[src/rtl/avalon_arb_pkg.sv]
// Shared types for the two-host Avalon burst arbiter: FSM states, host id, host count.
package avalon_arb_pkg;

  localparam int NB_HOSTS = 2;

  typedef logic [$clog2(NB_HOSTS)-1:0] host_id_t;

  typedef enum logic [1:0] {
    IDLE,
    CMD,
    RDATA,
    WDATA
  } arb_state_t;

  // Lowest set bit wins; grant vectors are one-hot so this is just an encoder.
  function automatic host_id_t onehot_to_id(input logic [NB_HOSTS-1:0] oh);
    host_id_t id;
    id = '0;
    for (int i = NB_HOSTS - 1; i >= 0; i--) begin
      if (oh[i]) id = host_id_t'(i);
    end
    return id;
  endfunction

endpackage

[src/rtl/rr_arbiter.sv]
// Two-host tie-break: round-robin on last_owner, or fixed host-0 priority when
// ARB_FIXED_PRIO_EN is defined.
module rr_arbiter
  import avalon_arb_pkg::*;
(
  input  logic [NB_HOSTS-1:0] req,
  input  host_id_t            last_owner,
  output logic [NB_HOSTS-1:0] grant
);

`ifdef ARB_FIXED_PRIO_EN
  logic unused_last_owner;
  assign unused_last_owner = ^last_owner;

  always_comb begin
    grant = '0;
    if (req[0]) grant[0] = 1'b1;
    else if (req[1]) grant[1] = 1'b1;
  end
`else
  // On a tie the host that did not own the previous burst goes next.
  always_comb begin
    grant = '0;
    if (&req) begin
      if (last_owner == host_id_t'(0)) grant[1] = 1'b1;
      else grant[0] = 1'b1;
    end else begin
      grant = req;
    end
  end
`endif

endmodule

[src/rtl/avalon_burst_arbiter.sv]
// Shares one Avalon-MM SDRAM port between a video reader (h0) and a general host (h1),
// holding the grant for a whole burst. Define ARB_FIXED_PRIO_EN for fixed host-0 priority.
module avalon_burst_arbiter
  import avalon_arb_pkg::*;
#(
  parameter int ADDR_W  = 32,
  parameter int DATA_W  = 32,
  parameter int BURST_W = 6
) (
  input  logic                sys_clk,
  input  logic                sys_rst_n,

  input  logic [ADDR_W-1:0]   h0_address,
  input  logic                h0_read,
  input  logic                h0_write,
  input  logic [BURST_W-1:0]  h0_burstcount,
  input  logic [DATA_W/8-1:0] h0_byteenable,
  input  logic [DATA_W-1:0]   h0_writedata,
  output logic                h0_waitrequest,
  output logic [DATA_W-1:0]   h0_readdata,
  output logic                h0_readdatavalid,

  input  logic [ADDR_W-1:0]   h1_address,
  input  logic                h1_read,
  input  logic                h1_write,
  input  logic [BURST_W-1:0]  h1_burstcount,
  input  logic [DATA_W/8-1:0] h1_byteenable,
  input  logic [DATA_W-1:0]   h1_writedata,
  output logic                h1_waitrequest,
  output logic [DATA_W-1:0]   h1_readdata,
  output logic                h1_readdatavalid,

  output logic [ADDR_W-1:0]   s_address,
  output logic                s_read,
  output logic                s_write,
  output logic [BURST_W-1:0]  s_burstcount,
  output logic [DATA_W/8-1:0] s_byteenable,
  output logic [DATA_W-1:0]   s_writedata,
  input  logic                s_waitrequest,
  input  logic [DATA_W-1:0]   s_readdata,
  input  logic                s_readdatavalid
);

  arb_state_t           state;
  host_id_t             owner;
  host_id_t             last_owner;
  logic [BURST_W-1:0]   beat_cnt;

  logic [NB_HOSTS-1:0]  req;
  logic [NB_HOSTS-1:0]  grant;
  host_id_t             grant_id;
  logic [BURST_W-1:0]   grant_burst;

  logic                 own_read;
  logic                 own_write;
  logic [ADDR_W-1:0]    own_address;
  logic [BURST_W-1:0]   own_burstcount;
  logic [DATA_W/8-1:0]  own_byteenable;
  logic [DATA_W-1:0]    own_writedata;

  logic                 fwd;
  logic                 last_beat;

  assign req = {h1_read | h1_write, h0_read | h0_write};

  rr_arbiter u_rr_arbiter (
    .req        (req),
    .last_owner (last_owner),
    .grant      (grant)
  );

  assign grant_id    = onehot_to_id(grant);
  assign grant_burst = (grant_id == host_id_t'(0)) ? h0_burstcount : h1_burstcount;

  always_comb begin
    own_read       = h0_read;
    own_write      = h0_write;
    own_address    = h0_address;
    own_burstcount = h0_burstcount;
    own_byteenable = h0_byteenable;
    own_writedata  = h0_writedata;
    if (owner != host_id_t'(0)) begin
      own_read       = h1_read;
      own_write      = h1_write;
      own_address    = h1_address;
      own_burstcount = h1_burstcount;
      own_byteenable = h1_byteenable;
      own_writedata  = h1_writedata;
    end
  end

  // Commands pass straight through only while the owner is in its command phase.
  assign fwd          = (state == CMD) || (state == WDATA);
  assign s_read       = fwd & own_read;
  assign s_write      = fwd & own_write;
  assign s_address    = own_address;
  assign s_burstcount = own_burstcount;
  assign s_byteenable = own_byteenable;
  assign s_writedata  = own_writedata;

  assign h0_waitrequest = (fwd && owner == host_id_t'(0)) ? s_waitrequest : 1'b1;
  assign h1_waitrequest = (fwd && owner == host_id_t'(1)) ? s_waitrequest : 1'b1;

  assign h0_readdata = s_readdata;
  assign h1_readdata = s_readdata;
  assign h0_readdatavalid = (state == RDATA) && (owner == host_id_t'(0)) && s_readdatavalid;
  assign h1_readdatavalid = (state == RDATA) && (owner == host_id_t'(1)) && s_readdatavalid;

  assign last_beat = (beat_cnt == BURST_W'(1));

  // Burst FSM; a zero burstcount is loaded as one beat so the counter always terminates.
  always_ff @(posedge sys_clk) begin
    if (!sys_rst_n) begin
      state      <= IDLE;
      owner      <= '0;
      last_owner <= host_id_t'(1);
      beat_cnt   <= '0;
    end else begin
      case (state)
        IDLE: begin
          if (|req) begin
            owner      <= grant_id;
            last_owner <= grant_id;
            beat_cnt   <= (grant_burst == '0) ? BURST_W'(1) : grant_burst;
            state      <= CMD;
          end
        end
        CMD: begin
          if (own_read && !s_waitrequest) begin
            state <= RDATA;
          end else if (own_write && !s_waitrequest) begin
            beat_cnt <= beat_cnt - BURST_W'(1);
            state    <= last_beat ? IDLE : WDATA;
          end
        end
        WDATA: begin
          if (own_write && !s_waitrequest) begin
            beat_cnt <= beat_cnt - BURST_W'(1);
            if (last_beat) state <= IDLE;
          end
        end
        RDATA: begin
          if (s_readdatavalid) begin
            beat_cnt <= beat_cnt - BURST_W'(1);
            if (last_beat) state <= IDLE;
          end
        end
        default: state <= IDLE;
      endcase
    end
  end

endmodule
[config.mk]
export PLATFORM = sky130hd
export DESIGN_NAME = avalon_burst_arbiter
export DESIGN_NICKNAME = d
export VERILOG_FILES = /design/src/rtl/avalon_arb_pkg.sv /design/src/rtl/rr_arbiter.sv /design/src/rtl/avalon_burst_arbiter.sv
export SDC_FILE = /design/constraint.sdc
export NUM_CORES = 1
export LEC_CHECK = 0
export BUFFER_PORTS_ARGS = -buffer_cell sky130_fd_sc_hd__buf_4
export CAP_MARGIN = 20
export CORE_AREA = 10 10 120 122
export DETAILED_ROUTE_END_ITERATION = 7
export DIE_AREA = 0 0 130 132
export HOLD_SLACK_MARGIN = 0.1
export PLACE_DENSITY = 0.63
export SYNTH_ARGS = -nofsm -noshare
export SYNTH_HDL_FRONTEND = slang
export SYNTH_SLANG_ARGS = --single-unit
[constraint.sdc]
create_clock -name sys_clk -period 2.7 [get_ports sys_clk]
set_input_delay 0.405 -clock sys_clk [delete_from_list [all_inputs] [get_ports sys_clk]]
set_output_delay 0.405 -clock sys_clk [all_outputs]
set_load 0.05 [all_outputs]
==> results.json <==
{
  "layout-drive-gt1-share": 0.773,
  "critical-path-max-stage-delay_ps": 690,
  "die_area_um2": 17200,
  "crit_path_start": "owner",
  "synth.largest_area_cell": "mux2_2",
  "cts_buffer_depth": 2,
  "crit_buf_inv": 2,
  "drtIter0Drc": 110,
  "cts_tree": "built",
  "worst_pin_slew_ps": 589,
  "hold_viol_final": 0,
  "cts_setup_buffers": 0,
  "drc": 0,
  "vias": 2551,
  "synth_cell_types": 52,
  "worstSkewPairLatency_ps": 240,
  "finalInstanceArea_um2": 3780,
  "num_rows": 40,
  "synth_top_cell_area_share": 0.370,
  "r2r_end": "beat_cnt[4]",
  "clock-sinks": 10,
  "core_area_um2": 11900,
  "grt_overflow": 0,
  "grt_max_degree": 43,
  "path_max_fanout": 42,
  "die_y_um": 132,
  "power_density_nw_per_um2": 622,
  "timing.rr.start": "owner",
  "vias_per_cell": 4.48,
  "ioPinCount": 332,
  "cpMaxStageDelayCell": "dfxtp_4",
  "insertedDiodeCount": 0,
  "cts_root_buf": "clkbuf_16",
  "start_util": 0.192,
  "yosysMostFrequentCell": "mux2_2",
  "critPathKind": "register to output pin",
  "wl_per_cell_um": 21.9,
  "synth_area_leaders": "mux2_2 (37%), buf_4 (22%), dfxtp_1 (8.8%)",
  "post-route-period-util": 0.844,
  "p_leak_nw": 1.75,
  "nets": 614,
  "postSynthCellCount": 262,
  "dr.pass1.iters": 4,
  "worstPathRequired_ps": 2300,
  "synthTopCellsByCount": "mux2_2 (75), buf_4 (66), nor2_1 (11), dfxtp_1 (10), nand2_1 (9)",
  "grt_pass1_vias": 2640,
  "fmax_mhz": 439,
  "ant_nets": 0,
  "synthFlopType": "dfxtp_1",
  "setup_viol": 0,
  "drv_cap": 0,
  "vdd.ir_drop.worst_mv": 0.215,
  "dpl-instance-area_um2": 3690,
  "totalWireLength_um": 12500,
  "synth_edf_count": 0,
  "rsz0062_at_grt": "false",
  "antenna_found_initial": 0,
  "crit_path_end_kind": "output pin",
  "clock_skew_ps": 3.29,
  "worstPathArrival_ps": 1870,
  "crit_chain": "buf_12, mux2_2, buf_4",
  "syn2layout_area_growth_pct": 65.6,
  "hpwl_um": 11100,
  "critical_path.top_delay_family": "flip-flops",
  "cts_made_buffers": 3,
  "synthesis.nets": 452,
  "ys_seq_area_frac": 0.0876,
  "r2r_cells": 4,
  "min_path_type": "input port to register",
  "regToRegSetupSlack_ps": 880,
  "grtUsageTotal": 0.128,
  "hold_buffers": 0,
  "setup_tns_ps": 0,
  "critPathCapture": "s_address[16]",
  "grt_pass1_wl_um": 17300,
  "drv_slew": 0,
  "cts.clk_slew.worst_paths_ps": 40,
  "async_flop_share": 0,
  "start_kind": "register",
  "max_slew_margin": 0.607,
  "numPortBuffers": 235,
  "crit_cells": 3,
  "routabilityCongestion": 0.885,
  "ys_ff_latch": 10,
  "syn_area_um2": 2280,
  "cts_max_level": 1,
  "fin_crit_ps": 2280,
  "die_w_um": 130,
  "ctsResizeCount": 0,
  "yosys_warnings": 0,
  "synth_area_per_cell_um2": 8.72,
  "status": "complete, no violations"
}
-- cell families after synthesis --
| logic type | after synthesis | share of synthesized area |
|---|---|---|
| buffers and inverters | 83 | 0.252 |
| adders and majority gates | 2 | 0.0110 |
| DFF | 10 | 0.0876 |
| muxes | 77 | 0.384 |
| and+or+nand+nor | 49 | 0.125 |
| AOI/OAI and AO/OA | 41 | 0.140 |
-- how the worst min path moves through the flow --
| stage | start | endpoint | cells past startpoint |
|---|---|---|---|
| 2_1_floorplan | beat_cnt[3] | beat_cnt[3] | 2 |
| 3_3_place_gp | beat_cnt[3] | beat_cnt[3] | 2 |
| 3_5_place_dp | beat_cnt[3] | beat_cnt[3] | 2 |
| 4_1_cts | sys_rst_n | last_owner | 2 |
| 5_1_grt | sys_rst_n | last_owner | 2 |
| 6_report | sys_rst_n | last_owner | 2 |
-- layout make-up --
cell class                 instances  area, um^2
clock buffer                       4        88.8
fill                            1250        8130
inverter                           4        15.0
multi-input combinational        169        1510
sequential                        10         204
tap                              147         184
timing repair buffer             236        1780
-- stage by stage --
stage                     hold slack, ps  instances  utilization  setup slack (ps)  power (mW)
after detailed placement             499        566        0.310               678        2.06
after global placement               481        566        0.310               714        2.04
final                                448        570        0.318               420        2.35
after CTS                            442        570        0.318               422        2.37
after global routing                 464        570        0.318               352        2.47
after floorplan                      462        262            -               240        1.76
-- flip-flops by register name (all words and copies together) (netlist names) --
register and cells:
owner 1, beat_cnt 6, last_owner 1, state 2
-- layout by cell type, fill, tap and decap left out, drive strengths merged, types with 2 or more instances in the layout --
master	synthesis	final
a21boi	3	3
nor2b	2	2
nor4	2	2
mux2i	2	2
o21a	4	4
nand4	3	3
or4	2	2
nor3	3	3
o22ai	3	3
o211ai	3	3
clkbuf	4	4
a211oi	3	3
and3	2	2
nor2	12	12
inv	4	4
dfxtp	10	10
mux2	75	75
o2111ai	2	2
or2	3	3
ha	2	2
a21oi	5	5
nand3	2	2
and2	2	2
buf	75	236
nand2	9	9
o31ai	3	3
nor3b	2	2
o21ai	5	5
-- power breakdown --
| part | internal, mW | leakage [nW] | switching [mW] |
|---|---|---|---|
| logic | 0.709 | 1.62 | 1.03 |
| clock network | 0.224 | 0.0442 | 0.0775 |
| registers | 0.198 | 0.0836 | 0.115 |
| total | 1.13 | 1.75 | 1.22 |
-- per-layer routing --
layer	global-route usage	vias up	wire length, um
li1	-	1214	-
met1	0.142	1147	4630
met2	0.215	179	5980
met3	0.0740	11	1810
met4	0.0100	0	62
met5	0	-	0
(Power assumes the default switching activity.)
